`src/rtl/g_alu32_v1.sv`:
```
// 32-bit ALU (AND/OR/XOR/NOT/ADD/LSHIFT/RSHIFT/TRUNC) with every output registered.
// Optional zero flag output ZF is built only when G_ALU32_ZERO_FLAG_EN is defined.
module g_alu32_v1 (
  input  logic        clk,
  input  logic        rst,
  input  logic [31:0] In1,
  input  logic [31:0] In2,
  input  logic        CI,
  input  logic [2:0]  A,
  output logic [31:0] FinalOut,
  output logic        CO
`ifdef G_ALU32_ZERO_FLAG_EN
  ,
  output logic        ZF
`endif
);

  logic [4:0]  w_n;
  logic [31:0] w_sum;
  logic        w_carry;
  logic [31:0] w_lsh;
  logic [31:0] w_rsh;
  logic [31:0] w_mask;
  logic [31:0] w_next_out;
  logic        w_next_co;

  logic [31:0] r_out;
  logic        r_co;

  // Only the low five bits matter, so an amount of 32 wraps to 0.
  assign w_n = In2[4:0];

  assign {w_carry, w_sum} = {1'b0, In1} + {1'b0, In2} + {32'd0, CI};

  // Five-stage barrel shifters: stage s moves by 2**s when bit s of the amount is set.
  always_comb begin
    w_lsh = In1;
    w_rsh = In1;
    for (int s = 0; s < 5; s++) begin
      if (w_n[s]) begin
        w_lsh = w_lsh << (1 << s);
        w_rsh = w_rsh >> (1 << s);
      end
    end
  end

  // Low n bits set; n = 0 yields an empty mask so TRUNC returns zero.
  assign w_mask = ~(32'hFFFF_FFFF << w_n);

  always_comb begin
    w_next_out = 32'd0;
    w_next_co  = 1'b0;
    case (A)
      3'd0: w_next_out = In1 & In2;
      3'd1: w_next_out = In1 | In2;
      3'd2: w_next_out = In1 ^ In2;
      3'd3: w_next_out = ~In1;
      3'd4: begin
        w_next_out = w_sum;
        w_next_co  = w_carry;
      end
      3'd5: w_next_out = w_lsh;
      3'd6: w_next_out = w_rsh;
      default: w_next_out = In1 & w_mask;
    endcase
  end

  always_ff @(posedge clk or posedge rst) begin
    if (rst) begin
      r_out <= 32'd0;
      r_co  <= 1'b0;
    end else begin
      r_out <= w_next_out;
      r_co  <= w_next_co;
    end
  end

  assign FinalOut = r_out;
  assign CO       = r_co;

`ifdef G_ALU32_ZERO_FLAG_EN
  logic r_zf;

  always_ff @(posedge clk or posedge rst) begin
    if (rst) begin
      r_zf <= 1'b0;
    end else begin
      r_zf <= (w_next_out == 32'd0);
    end
  end

  assign ZF = r_zf;
`endif

endmodule

```
`config.mk`:
```
export PLATFORM = sky130hd
export DESIGN_NAME = g_alu32_v1
export DESIGN_NICKNAME = d
export VERILOG_FILES = /design/src/rtl/g_alu32_v1.sv
export SDC_FILE = /design/constraint.sdc
export NUM_CORES = 1
export LEC_CHECK = 0
export ABC_CLOCK_PERIOD_IN_PS = 1430
export BUFFER_PORTS_ARGS = -buffer_cell sky130_fd_sc_hd__buf_2
export CAP_MARGIN = 5
export CORE_MARGIN = 4
export CORE_UTILIZATION = 25
export CTS_CLUSTER_SIZE = 14
export DETAILED_ROUTE_END_ITERATION = 16
export PLACE_DENSITY = 0.48
export RECOVER_POWER = 25
export SLEW_MARGIN = 20
export SYNTH_ARGS = -nofsm -noshare
export SYNTH_HDL_FRONTEND = slang
export SYNTH_SLANG_ARGS = --single-unit
```
`constraint.sdc`:
```
create_clock -name clk -period 1.43 [get_ports clk]
set_input_delay 0.143 -clock clk [delete_from_list [all_inputs] [get_ports clk]]
set_output_delay 0.143 -clock clk [all_outputs]
set_load 0.02 [all_outputs]
```
After elaboration in Yosys (flattened, before gate mapping):

Cells that the tools add are included.

* add/subtract/negate cells: 2
* multipliers: 0
* divide/modulo/power cells: 0
* order comparisons: 0
* eq/ne operators: 6
* shift-type cells: 1
* multiplexer cells: 12
* bitwise operators: 6
* reductions and logical operators: 1

Operator list (count)
* $mux W32: 10
* $pmux W32 S7: 1
* $and A32 B32 Y32: 2
* $not A32 Y32: 2
* $add A32 B32 Y33: 1
* $add A33 B1 Y33: 1
* $or A32 B32 Y32: 1
* $shl A32 B5 Y32 const A: 1
* $xor A32 B32 Y32: 1
* $eq A3 B3 Y1 const B: 3
* $eq A3 B2 Y1 const B: 2
* $eq A3 B1 Y1 const B: 1
* $logic_not A3 Y1: 1
* $mux W1: 1

* register bits: 33
* bits in latches: 0
* RAM bits: 0
* memory bits (read-only): 0
* input bits: 70
* output and inout bits: 33
* memories kept: 0

Longest topological paths before layout:

Gate-level depths: netlist of the first run.

* depth in word-level cells: 6
* mapped depth: 14
* mapped depth without buffers: 10

Worst setup path before layout of the first run:

OpenSTA, ideal clock, no wires.

* kind: input to register
* start point: input port In2[3]
* end point: register r_out[28] (netlist: FinalOut[28])
* setup time: 131 ps
* arrival: 3111 ps
* required time: 1299 ps
* setup slack: -1813 ps
* stages on the path: 13
* path buffers: 4
* path through: buf_2 inv_1 buf_1 buf_2 buf_2 ha_1 a21o_1 a211oi_2 o31ai_2 a221oi_4 o31ai_2 and4_1 or3_1

* cells in the longest elaborated chain, start to end: 4
* elaborated cells on any way between the ends: 10
* those cells by class: add/sub: 2; shift: 1; mux: 5; bitwise: 2

RTL lines
* start: declaration: line 7 `input logic [31:0] In2,`
* branches (longest 3 deep; another with $add A32 B32 Y33)
* $pmux W32 S7 (*): line 53 `case (A)`
* named net w_next_out[28]: line 24 `logic [31:0] w_next_out;`
* end signal: assignment: line 73 `r_out <= w_next_out;`
* end: declaration: line 27 `logic [31:0] r_out;`

Mark *: on every way through the listed nets, which the timed path passes.

Worst setup path in the final report of the first run:

* start point: input port CI
* end point: register r_out[28] (netlist: FinalOut[28])

* cells in the longest elaborated chain, start to end: 2

RTL lines
* start: declaration: line 8 `input logic CI,`
* $add A33 B1 Y33: line 33 `assign {w_carry, w_sum} = {1'b0, In1} + {1'b0, In2} + {32'd0, CI};`
* $pmux W32 S7: line 53
* named net w_next_out[28]: line 24

The timed path passes the listed nets, and every way through them passes these cells.

==> impl_results.md, run 1 <==
* Status: finished with violations
* Failing checks: setup timing
* Max_cap viols at 0
* Hold slack at 0.2609 ns
* Pwr/cell area at between 500 and 600 nW/µm²
* Gr usage total at 0.2452
* Crit-path max cell delay at approximately 0.40 ns
* Slowest CP cell: fa_2
* Most common cell after layout, fill and taps aside: buf_4
* Layout Utilization at 0.4089
* Worst-path clk slew at around 0.060 ns
* Routed Antenna Nets at 0
* Antenna violations before repair at 0
* Drt via density at roughly 5.7
* Post-Synthesis Cells at roughly 1.2k
* Die Span X at 193.1 µm
* Overflow after GRT at 0
* Die area at 37270 µm²
* Non-filler cells in the finished layout at between 2k and 2.5k
* Required time worst endpoint at 1.61 ns
* Worst setup path start: CI
* Worst rel slew slack at 0.4057
* Critical Path AT at about 2.8 ns
* Shortest period the worst path allows at around 2.6 ns
* Flop pwr share at 0.134
* Buffers on Ports at 102
* Fmax at roughly 390 MHz
* Switch Pwr at roughly 0.0036 W
* Crit-path leading delay family: compound AO/OA/AOI/OAI gates
* Post-DP HPWL at ~36000 µm
* CP cell instances: buf_6 > fa_2 > fa_2 > a21o_1 > a21o_4 > a211oi_4 > o31ai_4 > a221oi_4 > o31ai_4 > and4_1 > or3_1
* Static leakage at ~6.3 nW
* CP Capture Type: flip-flop
* Area Growth Syn to Fin at 60.94%
* Most frequent cells in the layout: buf_4, nor2_1, a21oi_1
* Syn avg cell area at approximately 7.4 µm²
* Main synth FF type: dfrtp_1
* Hold depth at 4
* Slew Viols, Final at 0
* Initial Util at 0.2541
* Worst Hold Class: primary input to flip-flop
* Via count at ~12k
* Pin count of the biggest net entering global routing at a little over 60
* Number of global-route vias before repair at 11.20k
* Diodes inserted at 0
* Switch share at 0.4403
* Final hold viol count at 0
* Combinational Power Share at 0.701
* Setup crit end: FinalOut[28]
* DRT iter0 DRCs at roughly 1.2k
* CP Class: primary input to flip-flop
* RSZ-0062 raised after global routing: true
* Synthesized area at between 8000 and 9000 µm²
* Die Height at between 150 and 200 µm
* Design Power at between 0.008 and 0.009 W
* EDFF count, synth at 0
* Core area at 33700 µm²
* DRC Markers at 0
* CTS tree: done
* Clk sink count at 33
* I/O pin count at 103
* Clk pwr share at 0.165
* Share of post-route cells with drive strength above 1 at 0.4605
* Placed Cells at slightly below 2k
* Final WL at roughly 47000 µm
* Routed WL per cell at between 20 and 25 µm
* Worst setup SP type: primary input
* Longest Clk Path Bufs at 2
* Stages on the worst setup path at 11
* Distinct cells, synth at 71
* Routability Congestion at slightly below 1
* CTS Buf Count at 5
* Worst Path Buf+Inv at 1
* Clock H-tree levels at 2
* Worst Path Max Fanout at 4
* Fin worst setup slack at -1.135 ns
* Pre-antenna DRT Iters at 6
* Share of synthesized area occupied by flip-flops and latches at 0.09645
* Yosys reg bits at 33
* Pre-CTS setup slack at -1.606 ns
* NumNets Final at between 1.5k and 2k
* Num rows at 67
* Worst slew pin tran at between 0.8 and 0.9 ns
* First-pass GRT wire length at between 60000 and 70000 µm
* Ys async rst share at 1.000
* Final critical-path share of the clock period at 1.794
* Total nets after synthesis at around 1.3k
* CTS root buffer: clkbuf_16
* Pint at 0.004620 W
* Synth warnings at 0
* Worst vdd ir at 0.5883 mV
* Final setup viols at 33
metal layers:
layer / up-vias / part of all wire / GRT usage
met4: 0 / 0.045 / 0.08143
li1: 5184 / - / -
met1: 5516 / 0.42 / 0.3431
met3: 129 / 0.10 / 0.04735
met2: 706 / 0.44 / 0.3803
met5: - / 0 / 0
cells in the mapped netlist, types with 7 or more instances:
cell type	count	area, µm²
o211ai_1	14	105.1
buf_1	18	67.56
ha_1	64	800.8
nor2_1	140	525.5
a21oi_1	146	730.7
a21o_1	18	135.1
mux2_2	13	146.4
nor3_1	22	110.1
or3_1	8	50.05
o32ai_1	11	96.34
o21ai_0	72	360.4
a221oi_1	13	113.9
mux2i_1	43	430.4
nand3_1	11	55.05
dfrtp_1	33	825.8
mux4_2	57	1284
o221ai_1	12	105.1
inv_1	76	285.3
nand2_1	81	304.0
xor2_1	7	61.31
o22ai_1	25	156.4
buf_2	22	110.1
xnor2_1	13	113.9
a211oi_1	30	225.2
clkbuf_1	70	262.8
o21ai_1	22	110.1
a22oi_1	7	52.55
what timing repair did:
action,CTS,global route
gates resized for setup,135,60
gates cloned,11,0
endpoints found under the setup margin,33,33
endpoints found under the hold margin,33,0
pin swaps,62,55
hold buffers,1,0
setup buffers,16,17
power by group through the flow:
| stage | sequential, W | combinational [W] | clock [W] |
|---|---|---|---|
| finish | 0.00111 | 0.00579 | 0.00136 |
| global route | 0.00112 | 0.00610 | 0.00144 |
| CTS | 0.00111 | 0.00545 | 0.00140 |
| detailed placement | 0.00112 | 0.00493 | 0 |
| global placement | 0.00112 | 0.00492 | 0 |
| floorplan | 0.00129 | 0.00242 | 0 |
through the flow:
stage               area, µm²  TNS (ns)
finish                  13780    -28.93
global placement        12270    -43.51
global route            13780    -31.68
CTS                     13450    -26.12
detailed placement      12270    -44.15
floorplan                8760    -26.21
sequential cells by signal (all words and copies together), names as in the netlist:
register  count
FinalOut     32
CO            1
kinds of logic (layout without fill, tap and decap cells):
logic type,after synthesis,in the layout,share of synthesized area
buf+inv,194,617,0.09148
flops,33,33,0.09645
compound gates,437,437,0.3259
simple gates,297,297,0.1502
mux,113,113,0.2173
fa+ha+maj,66,66,0.09820
xor+xnor,20,20,0.02046
tightest hold or removal path, cell delays in order:
cell and delay, ns:
buf_2 0.10, buf_4 0.11, a32oi_1 0.09, o21ai_1 0.08
final cells by class:
type | count | area [µm²]
inverters | 78 | 292.8
well taps | 448 | 560.5
clock buffers | 7 | 142.6
flip-flops and latches | 33 | 825.8
fillers | 3475 | 19920
repair buffers | 531 | 4262
multi-input cells | 933 | 7666
clock inverters | 1 | 30.03
worst min-delay path by stage:
| stage | endpoint | from |
|---|---|---|
| after floorplan | CO | rst |
| final | FinalOut[31] | In2[31] |
| after CTS | FinalOut[31] | In2[31] |
| after detailed placement | FinalOut[28] | rst |
| after global placement | FinalOut[28] | rst |
| after global routing | FinalOut[31] | In2[31] |
Power figures use the tool's default switching activity.
==> inputs of run 2 (changes only) <==
- RECOVER_POWER: 25 -> not set
==> run 2 against run 1 <==
The run still ends with setup timing left. Highest routed layer unchanged. Largest power group unchanged. Power is essentially flat. Critical path depth is the same. Final cell count is the same. Flip-flop and latch count is the same. Sequential share of layout area is essentially flat. Critical path type unchanged. Design area is essentially flat.
==> impl_results.md, run 2 (synthesis results as in run 1) <==
* Initial Util at 0.2541 (unchanged)
* Routability Congestion at 0.9737 (unchanged)
* Clock H-tree levels at 2 (unchanged)
* Slew Viols, Final at 0 (unchanged)
* Max reg flops at 32 (unchanged)
* CTS Buf Count at 5 (unchanged)
* Diodes inserted at 0 (unchanged)
* Area Growth Syn to Fin at 60.98% (about the same)
* Shortest period the worst path allows at 2.565 ns (+0.0001200 ns)
* Longest Clk Path Bufs at 2 (unchanged)
* DRT iter0 DRCs at 1212 (unchanged)
* Num rows at 67 (unchanged)
* DRC Markers at 0 (unchanged)
* Placed Cells at 1983 (unchanged)
* Final WL at 46910 µm (about the same)
* RSZ-0062 raised after global routing: true
* Worst vdd ir at 0.5883 mV (about the same)
* Failing checks: setup timing
* Worst Path Max Fanout at 4 (unchanged)
* Gr usage total at 0.2452 (unchanged)
* Buffers on Ports at 102 (unchanged)
* Die Span X at 193.1 µm (unchanged)
* Worst-path clk slew at 0.06 ns (about the same)
* Worst slew pin tran at 0.7262 ns (-0.1652 ns)
* Most frequent cells in the layout: buf_4, nor2_1, a21oi_1
* Required time worst endpoint at 1.61 ns (about the same)
* Final critical-path share of the clock period at 1.794 (about the same)
* Die area at 37270 µm² (unchanged)
* Die Height at 193.1 µm (unchanged)
* Final hold viol count at 0 (unchanged)
* Routed WL per cell at 23.10 µm (about the same)
* Pwr/cell area at 598.9 nW/µm² (about the same)
* Worst Hold Class: primary input to flip-flop
* CP Class: primary input to flip-flop
* Pin count of the biggest net entering global routing at 61 (unchanged)
* Max_cap viols at 0 (unchanged)
* Pre-antenna DRT Iters at 6 (unchanged)
* Core area at 33700 µm² (unchanged)
* CP Capture Type: flip-flop
* Share of post-route cells with drive strength above 1 at 0.4611 (+0.0006317)
* Antenna violations before repair at 0 (unchanged)
* Worst rel slew slack at 0.5121 (+0.1064)
* Most common cell after layout, fill and taps aside: buf_4
* Fin worst setup slack at -1.135 ns (-0.0001200 ns)
* Overflow after GRT at 0 (unchanged)
* NumNets Final at 1718 (unchanged)
* Worst setup SP type: primary input
* Drt via density at 5.678 (about the same)
* CTS tree: done
* Non-filler cells in the finished layout at 2031 (unchanged)
* Clk sink count at 33 (unchanged)
* Via count at 11.53k (-0.017%)
* CTS root buffer: clkbuf_16
* First-pass GRT wire length at 69960 µm (unchanged)
* I/O pin count at 103 (unchanged)
* Fmax at 389.8 MHz (about the same)
* Static leakage at 6.322 nW (about the same)
* Post-DP HPWL at 35600 µm (unchanged)
* Status: finished with violations
* Pre-CTS setup slack at -1.606 ns (unchanged)
* Critical Path AT at 2.75 ns (about the same)
* Number of global-route vias before repair at 11.20k (unchanged)
* Routed Antenna Nets at 0 (unchanged)
* Final setup viols at 33 (unchanged)
-- run 2: changes by cell type in the layout (fill, tap and decap cells not counted) --
cell | previous run | this run
clkbuf_1 | 2 | 1
buf_4 | 379 | 380
-- run 2: layout make-up --
cell class / count / area, µm²
clock buffers: 7 / 142.6
clock inverters: 1 / 30.03
fillers: 3476 / 19920
inverters: 78 / 292.8
multi-input cells: 933 / 7666
flip-flops and latches: 33 / 825.8
well taps: 448 / 560.5
repair buffers: 531 / 4265
-- run 2: power breakdown --
group / switching (W) / total, W / leakage, nW / internal, W
combinational: 0.00310 / 0.00579 / 5.83 / 0.00268
clock: 0.000490 / 0.00136 / 0.0841 / 0.000873
sequential: 0.0000399 / 0.00111 / 0.406 / 0.00107
-- run 2: layer usage --
layer,GRT usage,part of all wire
met5,0,0
met4,0.08143,0.045
met3,0.04735,0.10
met2,0.3803,0.43
met1,0.3431,0.42
-- run 2: per-stage QoR --
stage                     area (µm²)  hold WS (ns)  power, W  TNS [ns]  utilization
final                          13780        0.2604  0.008255    -28.94       0.4090
after global routing           13780        0.2747  0.008659    -31.68       0.4090
after CTS                      13450        0.2344  0.007957    -26.12       0.3991
after detailed placement       12270        0.2998  0.006049    -44.15       0.3642
after global placement         12270        0.2842  0.006040    -43.51       0.3642
after floorplan                 8760        0.2719  0.003717    -26.21            -
-- run 2: path summary, 6_finish.rpt --
kind / slack, ns / to / cells past startpoint / from
max in group asynchronous: 0.56 / FinalOut[0] / 4 / rst
min in group asynchronous: 0.50 / FinalOut[28] / 4 / rst
max: -1.14 / FinalOut[28] / 11 / CI
min: 0.26 / FinalOut[31] / 4 / In2[31]
-- run 2: worst max-delay path, stage by stage --
cell      delay, ns
buf_6          0.09
fa_2           0.40
fa_2           0.35
a21o_1         0.18
a21o_4         0.23
a211oi_4       0.24
o31ai_4        0.14
a221oi_4       0.36
o31ai_4        0.11
and4_1         0.18
or3_1          0.31
-- run 2: what timing repair did --
action / in CTS / in global routing
hold buffers: 1 / 0
buffers inserted: 16 / 17
hold endpoints to repair: 33 / 0
pin swaps: 62 / 55
gates resized for setup: 135 / 60
endpoints found under the setup margin: 33 / 33
cloned: 11 / 0
